[src/rtl/ps2_kbd_rx.sv]
// ps2_kbd_rx: PS/2 keyboard receiver running entirely in the system clock domain.
// Samples the keyboard clock/data lines and deframes 11-bit device-to-host frames.
// Decodes E0/F0 prefixes into key events, buffers them in an event FIFO and
// tracks the operating mode selected by configurable make codes.
//
// Ports:
//   clk, rst_n     system clock, asynchronous active-low reset
//   ps2_clk        raw keyboard clock line (asynchronous, sampled)
//   ps2_data       raw keyboard data line (asynchronous, sampled)
//   event_valid    FIFO non-empty
//   event_ready    consumer pop, effective only while event_valid is high
//   event_code     scan code at FIFO head
//   event_release  head event is a break
//   event_ext      head event carried the E0 prefix
//   mode           0 manual, 1 auto, 2 record
//   led            code of the most recent make event
//   frame_err      one-cycle pulse on bad start/parity/stop or timeout
//   overflow       one-cycle pulse when an event is dropped on a full FIFO
module ps2_kbd_rx #(
   parameter int unsigned FIFO_DEPTH     = 8,
   parameter int unsigned TIMEOUT_CYCLES = 100000,
   parameter logic [7:0]  KEY_MANUAL     = 8'h35,
   parameter logic [7:0]  KEY_AUTO       = 8'h2D,
   parameter logic [7:0]  KEY_RECORD     = 8'h2C
) (
   input  logic       clk,
   input  logic       rst_n,
   input  logic       ps2_clk,
   input  logic       ps2_data,
   output logic       event_valid,
   input  logic       event_ready,
   output logic [7:0] event_code,
   output logic       event_release,
   output logic       event_ext,
   output logic [1:0] mode,
   output logic [7:0] led,
   output logic       frame_err,
   output logic       overflow
);

   localparam int unsigned AW = (FIFO_DEPTH > 1) ? $clog2(FIFO_DEPTH) : 1;
   localparam int unsigned CW = AW + 1;
   localparam int unsigned TW = $clog2(TIMEOUT_CYCLES + 1);
   localparam int unsigned EW = 10;
   localparam logic [TW-1:0] TO_LIMIT = TW'(TIMEOUT_CYCLES);
   localparam logic [CW-1:0] FULL_CNT = CW'(FIFO_DEPTH);
   localparam logic [7:0] BYTE_EXT = 8'hE0;
   localparam logic [7:0] BYTE_REL = 8'hF0;
   localparam logic [7:0] LED_RESET = 8'hF0;

   typedef enum logic [1:0] {
      S_IDLE   = 2'd0,
      S_DATA   = 2'd1,
      S_PARITY = 2'd2,
      S_STOP   = 2'd3
   } state_t;

   // ------------------------------------------------------------------
   // Input conditioning
   // ------------------------------------------------------------------
   logic [1:0] clk_sync_q;
   logic [1:0] data_sync_q;
   logic       clk_prev_q;
   logic       fall_c;
   logic       bit_c;

   // Two-flop synchronisers plus previous-value flop for edge detection.
   always_ff @(posedge clk or negedge rst_n) begin
      if (!rst_n) begin
         clk_sync_q  <= 2'b11;
         data_sync_q <= 2'b11;
         clk_prev_q  <= 1'b1;
      end else begin
         clk_sync_q  <= {clk_sync_q[0], ps2_clk};
         data_sync_q <= {data_sync_q[0], ps2_data};
         clk_prev_q  <= clk_sync_q[1];
      end
   end

   assign fall_c = clk_prev_q & ~clk_sync_q[1];
   assign bit_c  = data_sync_q[1];

   // ------------------------------------------------------------------
   // Frame FSM
   // ------------------------------------------------------------------
   state_t          state_q;
   state_t          state_d;
   logic [2:0]      bit_cnt_q;
   logic [7:0]      shift_q;
   logic            par_err_q;
   logic [TW-1:0]   to_cnt_q;
   logic            timeout_c;
   logic            start_c;
   logic            shift_c;
   logic            par_c;
   logic            accept_c;
   logic            stop_bad_c;

   // Timeout only fires mid-frame and only when no edge arrives this cycle.
   assign timeout_c = (state_q != S_IDLE) && !fall_c && (to_cnt_q >= TO_LIMIT);

   // State register.
   always_ff @(posedge clk or negedge rst_n) begin
      if (!rst_n) begin
         state_q <= S_IDLE;
      end else begin
         state_q <= state_d;
      end
   end

   // Next-state logic: every transition except timeout needs a falling edge.
   always_comb begin
      state_d = state_q;
      if (timeout_c) begin
         state_d = S_IDLE;
      end else if (fall_c) begin
         case (state_q)
            S_IDLE:   if (!bit_c) state_d = S_DATA;
            S_DATA:   if (bit_cnt_q == 3'd7) state_d = S_PARITY;
            S_PARITY: state_d = S_STOP;
            S_STOP:   state_d = S_IDLE;
            default:  state_d = S_IDLE;
         endcase
      end
   end

   // Output decode of the FSM into datapath strobes.
   always_comb begin
      start_c    = 1'b0;
      shift_c    = 1'b0;
      par_c      = 1'b0;
      accept_c   = 1'b0;
      stop_bad_c = 1'b0;
      if (fall_c) begin
         case (state_q)
            S_IDLE:   start_c    = ~bit_c;
            S_DATA:   shift_c    = 1'b1;
            S_PARITY: par_c      = 1'b1;
            S_STOP: begin
               accept_c   = bit_c & ~par_err_q;
               stop_bad_c = ~bit_c | par_err_q;
            end
            default: ;
         endcase
      end
   end

   // Frame datapath: shift register, bit counter, parity error flag.
   always_ff @(posedge clk or negedge rst_n) begin
      if (!rst_n) begin
         bit_cnt_q <= 3'd0;
         shift_q   <= 8'd0;
         par_err_q <= 1'b0;
      end else begin
         if (start_c) begin
            bit_cnt_q <= 3'd0;
            par_err_q <= 1'b0;
         end
         if (shift_c) begin
            shift_q   <= {bit_c, shift_q[7:1]};
            bit_cnt_q <= bit_cnt_q + 3'd1;
         end
         // Odd parity: data bits plus parity bit must contain an odd number of ones.
         if (par_c) begin
            par_err_q <= ~((^shift_q) ^ bit_c);
         end
      end
   end

   // Inactivity counter: cleared on edges and held at zero while idle.
   always_ff @(posedge clk or negedge rst_n) begin
      if (!rst_n) begin
         to_cnt_q <= '0;
      end else if ((state_q == S_IDLE) || fall_c || timeout_c) begin
         to_cnt_q <= '0;
      end else begin
         to_cnt_q <= to_cnt_q + TW'(1);
      end
   end

   // ------------------------------------------------------------------
   // Accepted byte and error pulse
   // ------------------------------------------------------------------
   logic       byte_acc_q;
   logic [7:0] byte_q;

   always_ff @(posedge clk or negedge rst_n) begin
      if (!rst_n) begin
         byte_acc_q <= 1'b0;
         byte_q     <= 8'd0;
         frame_err  <= 1'b0;
      end else begin
         byte_acc_q <= accept_c;
         if (accept_c) begin
            byte_q <= shift_q;
         end
         frame_err <= stop_bad_c | timeout_c;
      end
   end

   // ------------------------------------------------------------------
   // Byte decoder
   // ------------------------------------------------------------------
   logic ext_q;
   logic rel_q;
   logic is_ext_c;
   logic is_rel_c;
   logic push_req_c;

   assign is_ext_c   = (byte_q == BYTE_EXT);
   assign is_rel_c   = (byte_q == BYTE_REL);
   assign push_req_c = byte_acc_q & ~is_ext_c & ~is_rel_c;

   // Prefix flags; a discarded frame cancels any pending prefix.
   always_ff @(posedge clk or negedge rst_n) begin
      if (!rst_n) begin
         ext_q <= 1'b0;
         rel_q <= 1'b0;
      end else if (frame_err) begin
         ext_q <= 1'b0;
         rel_q <= 1'b0;
      end else if (byte_acc_q) begin
         if (is_ext_c) begin
            ext_q <= 1'b1;
         end else if (is_rel_c) begin
            rel_q <= 1'b1;
         end else begin
            ext_q <= 1'b0;
            rel_q <= 1'b0;
         end
      end
   end

   // Mode and led follow make events at push time, even if the FIFO drops them.
   always_ff @(posedge clk or negedge rst_n) begin
      if (!rst_n) begin
         mode <= 2'd0;
         led  <= LED_RESET;
      end else if (push_req_c && !rel_q) begin
         led <= byte_q;
         if (byte_q == KEY_MANUAL) begin
            mode <= 2'd0;
         end else if (byte_q == KEY_AUTO) begin
            mode <= 2'd1;
         end else if (byte_q == KEY_RECORD) begin
            mode <= 2'd2;
         end
      end
   end

   // ------------------------------------------------------------------
   // Event FIFO, entries are {ext, rel, code}
   // ------------------------------------------------------------------
   logic [EW-1:0] mem_q [FIFO_DEPTH];
   logic [AW-1:0] wptr_q;
   logic [AW-1:0] rptr_q;
   logic [CW-1:0] count_q;
   logic          full_c;
   logic          pop_c;
   logic          push_c;

   assign full_c = (count_q == FULL_CNT);
   assign pop_c  = event_valid & event_ready;
   // A pop in the same cycle frees the slot, so push is allowed even when full.
   assign push_c = push_req_c & (~full_c | pop_c);

   // Storage array and pointers; pointers wrap naturally at the power-of-2 depth.
   always_ff @(posedge clk or negedge rst_n) begin
      if (!rst_n) begin
         for (int i = 0; i < int'(FIFO_DEPTH); i++) begin
            mem_q[i] <= '0;
         end
         wptr_q   <= '0;
         rptr_q   <= '0;
         count_q  <= '0;
         overflow <= 1'b0;
      end else begin
         overflow <= push_req_c & full_c & ~pop_c;
         if (push_c) begin
            mem_q[wptr_q] <= {ext_q, rel_q, byte_q};
            wptr_q        <= wptr_q + AW'(1);
         end
         if (pop_c) begin
            rptr_q <= rptr_q + AW'(1);
         end
         case ({push_c, pop_c})
            2'b10:   count_q <= count_q + CW'(1);
            2'b01:   count_q <= count_q - CW'(1);
            default: count_q <= count_q;
         endcase
      end
   end

   assign event_valid = (count_q != '0);
   assign {event_ext, event_release, event_code} = mem_q[rptr_q];

endmodule

[config.mk]
export PLATFORM = sky130hd
export DESIGN_NAME = ps2_kbd_rx
export DESIGN_NICKNAME = d
export VERILOG_FILES = /design/src/rtl/ps2_kbd_rx.sv
export SDC_FILE = /design/constraint.sdc
export NUM_CORES = 1
export LEC_CHECK = 0
export ABC_AREA = 1
export BUFFER_PORTS_ARGS = -buffer_cell sky130_fd_sc_hd__buf_2
export CORE_ASPECT_RATIO = 1.4
export CORE_MARGIN = 2
export CORE_UTILIZATION = 59
export CTS_BUF_LIST = sky130_fd_sc_hd__clkbuf_8
export DETAILED_ROUTE_END_ITERATION = 10
export GPL_ROUTABILITY_DRIVEN = 0
export HOLD_SLACK_MARGIN = 0.12
export PLACE_DENSITY = 0.85
export REMOVE_ABC_BUFFERS = 1
export SLEW_MARGIN = 20
export SYNTH_ARGS = -nofsm -noshare
export SYNTH_HDL_FRONTEND = slang
export SYNTH_SLANG_ARGS = --single-unit
[constraint.sdc]
create_clock -name clk -period 3.5 [get_ports clk]
set_clock_uncertainty 0.2 [all_clocks]
set_input_delay 0.7 -clock clk [delete_from_list [all_inputs] [get_ports clk]]
set_output_delay 0.7 -clock clk [all_outputs]
set_load 0.02 [all_outputs]
==> impl_metrics.py <==
metrics = {
    "status": {
        "status": "finished clean",
    },
    "power": {
        "power_mw": 5.14,
        "p_per_area_nw_per_um2": 656,
        "peakVddDrop_mv": 0.426,
        "p_leak_nw": 3.66,
    },
    "logic_synthesis": {
        "yosys_warnings": 0,
        "syn_avg_cell_area_um2": 8.47,
        "ys.flop_type": "dfrtp_1",
        "synth-edff-count": 0,
        "ys_seq_area_frac": 0.523,
        "ys_ff_latch": 149,
        "synth_cell_types": 40,
        "async_flop_share": 1.00,
        "netlist_area_um2": 7160,
        "syn_inst": 845,
    },
    "floorplan": {
        "start_util": 0.605,
        "die_w_um": 97.1,
        "die_area_um2": 13000,
        "rows": 47,
        "io-pin-count": 28,
        "core_um2": 11800,
        "die_height_um": 134,
    },
    "detailed_routing": {
        "drtIter0Drc": 399,
        "detail-route-antenna-nets": 0,
        "drt-pass1-iter-count": 5,
        "vias": 5843,
        "routed_wl_um": 15100,
        "vias_per_cell": 5.67,
        "drt-wirelength-per-cell_um": 14.7,
        "drcViolationCount": 0,
    },
    "critical_path": {
        "crit_fanout": 21,
        "critPathMaxStageDelay_ns": 0.54,
        "startpoint": "rptr_q[0]",
        "cp_common_cell": "nand2_1",
        "cp_slowest_cell": "dfrtp_1",
        "reg2reg_from": "byte_q[4]",
        "cp-start-kind": "flop",
        "cp.arrival_ns": 2.06,
        "crit_path_end_kind": "output pin",
        "crit_type": "flop to output pin",
        "crit_chain": "buf_4, nor2_1, o32ai_1, nand2_1, nand2_1, buf_2",
        "required_ns": 2.60,
    },
    "finish": {
        "diodes": 0,
        "layout.cells.non_filler": 1030,
        "fillers": 936,
        "layout-drive-gt1-share": 0.129,
        "fin_nets": 888,
        "layout_commonest_cell": "nand2_1",
        "area_delta_synth_final_pct": 9.58,
        "final_util": 0.663,
        "layout_common_cells": "nand2_1 (239), dfrtp_1 (140), nor2_1 (105), o21ai_0 (93), inv_1 (52)",
    },
    "hold_path": {
        "hp-start": "data_sync_q[0]",
        "min-delay-path-class": "flop to flop",
    },
    "clock_network": {
        "tritoncts": "built",
        "clk_pin_slew_ns": 0.08,
        "cts_sinks": 149,
        "cts_buffer_depth": 2,
        "cts_max_level": 4,
        "clk_latency_ns": 0.46,
        "cts-root-buf": "clkbuf_8",
        "cts_buffers": 17,
    },
    "timing": {
        "drv_slew": 0,
        "worst_pin_slew_ns": 0.636,
        "finalSetupViolCount": 0,
        "rsz0062_at_grt": "false",
        "slew_headroom": 0.576,
        "min_period_ns": 2.96,
        "hold_ws_ns": 0.160,
        "fin_tns_setup_ns": 0,
        "timing.fmax_ghz": 0.338,
        "hold_viol_final": 0,
        "post-route-period-util": 0.844,
    },
    "global_route": {
        "grt_overflow": 0,
        "grt_usage": 0.250,
        "grt_pass1_wl_um": 26100,
        "grt_max_degree": 64,
        "grt_pass1_vias": 5688,
        "grt_antenna_before_repair": 0,
    },
    "placed_design": {
        "io_buffer_count": 27,
        "dp_hpwl_um": 9790,
        "placed_cells": 995,
    },
    "job": {
        "maxCapViolCount": 0,
    },
}
==> where the power goes <==
group          internal [mW]  leakage, nW  switching [mW]
Sequential              1.88         2.02           0.160
Combinational          0.578         1.43            1.16
Clock                  0.701        0.210           0.669
Total                   3.15         3.66            1.99
==> flip-flops by register name, indices dropped and copies added (netlist names), 2 cells and up <==
| register | cells |
|---|---|
| bit_cnt_q | 3 |
| byte_q | 8 |
| clk_sync_q | 2 |
| count_q | 4 |
| data_sync_q | 2 |
| led | 8 |
| mem_q | 80 |
| mode | 2 |
| rptr_q | 3 |
| shift_q | 8 |
| state_q | 2 |
| to_cnt_q | 17 |
| wptr_q | 3 |
==> stage by stage <==
stage	instance area (um^2)	setup WS [ns]
floorplan	6940	0.633
global placement	7390	0.853
detailed placement	7390	0.712
CTS	7840	0.539
global route	7840	0.436
finish	7840	0.545
==> cells in the mapped netlist (all sizes together) (9+ instances only) <==
master	count	area (um^2)
nand3	29	160
o32ai	20	175
dfrtp	140	3500
inv	55	209
dfstp	9	236
nand4	16	100
nor2	110	444
xor2	12	105
nor3	9	77.6
clkbuf	13	48.8
buf	27	171
nand2	244	952
o21ai	132	691
ha	13	163
==> layer usage <==
metal  vias up  part of all wire  GRT usage
met3        40             0.057     0.0615
met1      2810              0.39      0.293
li1       2818                 -          -
met4         0             0.029      0.109
met5         -                 0          0
met2       175              0.52      0.436
==> worst paths after layout <==
check / to / slack [ns] / depth (start not counted)
min in group asynchronous: count_q[1] / 0.57 / 2
worst min register to register: data_sync_q[1] / 0.16 / 0
worst max-delay path: event_ext / 0.54 / 6
worst min-delay path: data_sync_q[1] / 0.16 / 0
max in group asynchronous: data_sync_q[1] / 1.74 / 3
worst max register to register: count_q[2] / 0.69 / 13
==> final cells by class <==
class | instances | area [um^2] | area share
well taps | 147 | 184 | 0.0235
repair buffers | 46 | 304 | 0.0388
multi-input cells | 601 | 2990 | 0.381
inverters | 55 | 209 | 0.0266
flip-flops and latches | 149 | 3740 | 0.477
clock inverters | 12 | 143 | 0.0182
clock buffers | 20 | 275 | 0.0351
==> what timing repair did <==
item / 4_1_cts / 5_1_grt
endpoints found under the hold margin: 61 / 0
buffers inserted: 0 / 0
hold buffers: 3 / 0
gates resized for setup: 0 / 0
==> critical path, delay by kind of cell, from the launching register on <==
kind | cells | cell delay (ns)
flops | 1 | 0.54
simple gates | 3 | 0.26
compound gates | 1 | 0.30
buf+inv | 2 | 0.48
==> cell families after synthesis <==
logic type / after synthesis / synth area share
flip-flops: 149 / 0.523
AND/OR/NAND/NOR: 414 / 0.249
adder cells (fa/ha/maj): 13 / 0.0227
XOR/XNOR: 15 / 0.0184
AO/OA/AOI/OAI: 159 / 0.127
buffers and inverters: 95 / 0.0600
(Power assumes the default switching activity.)
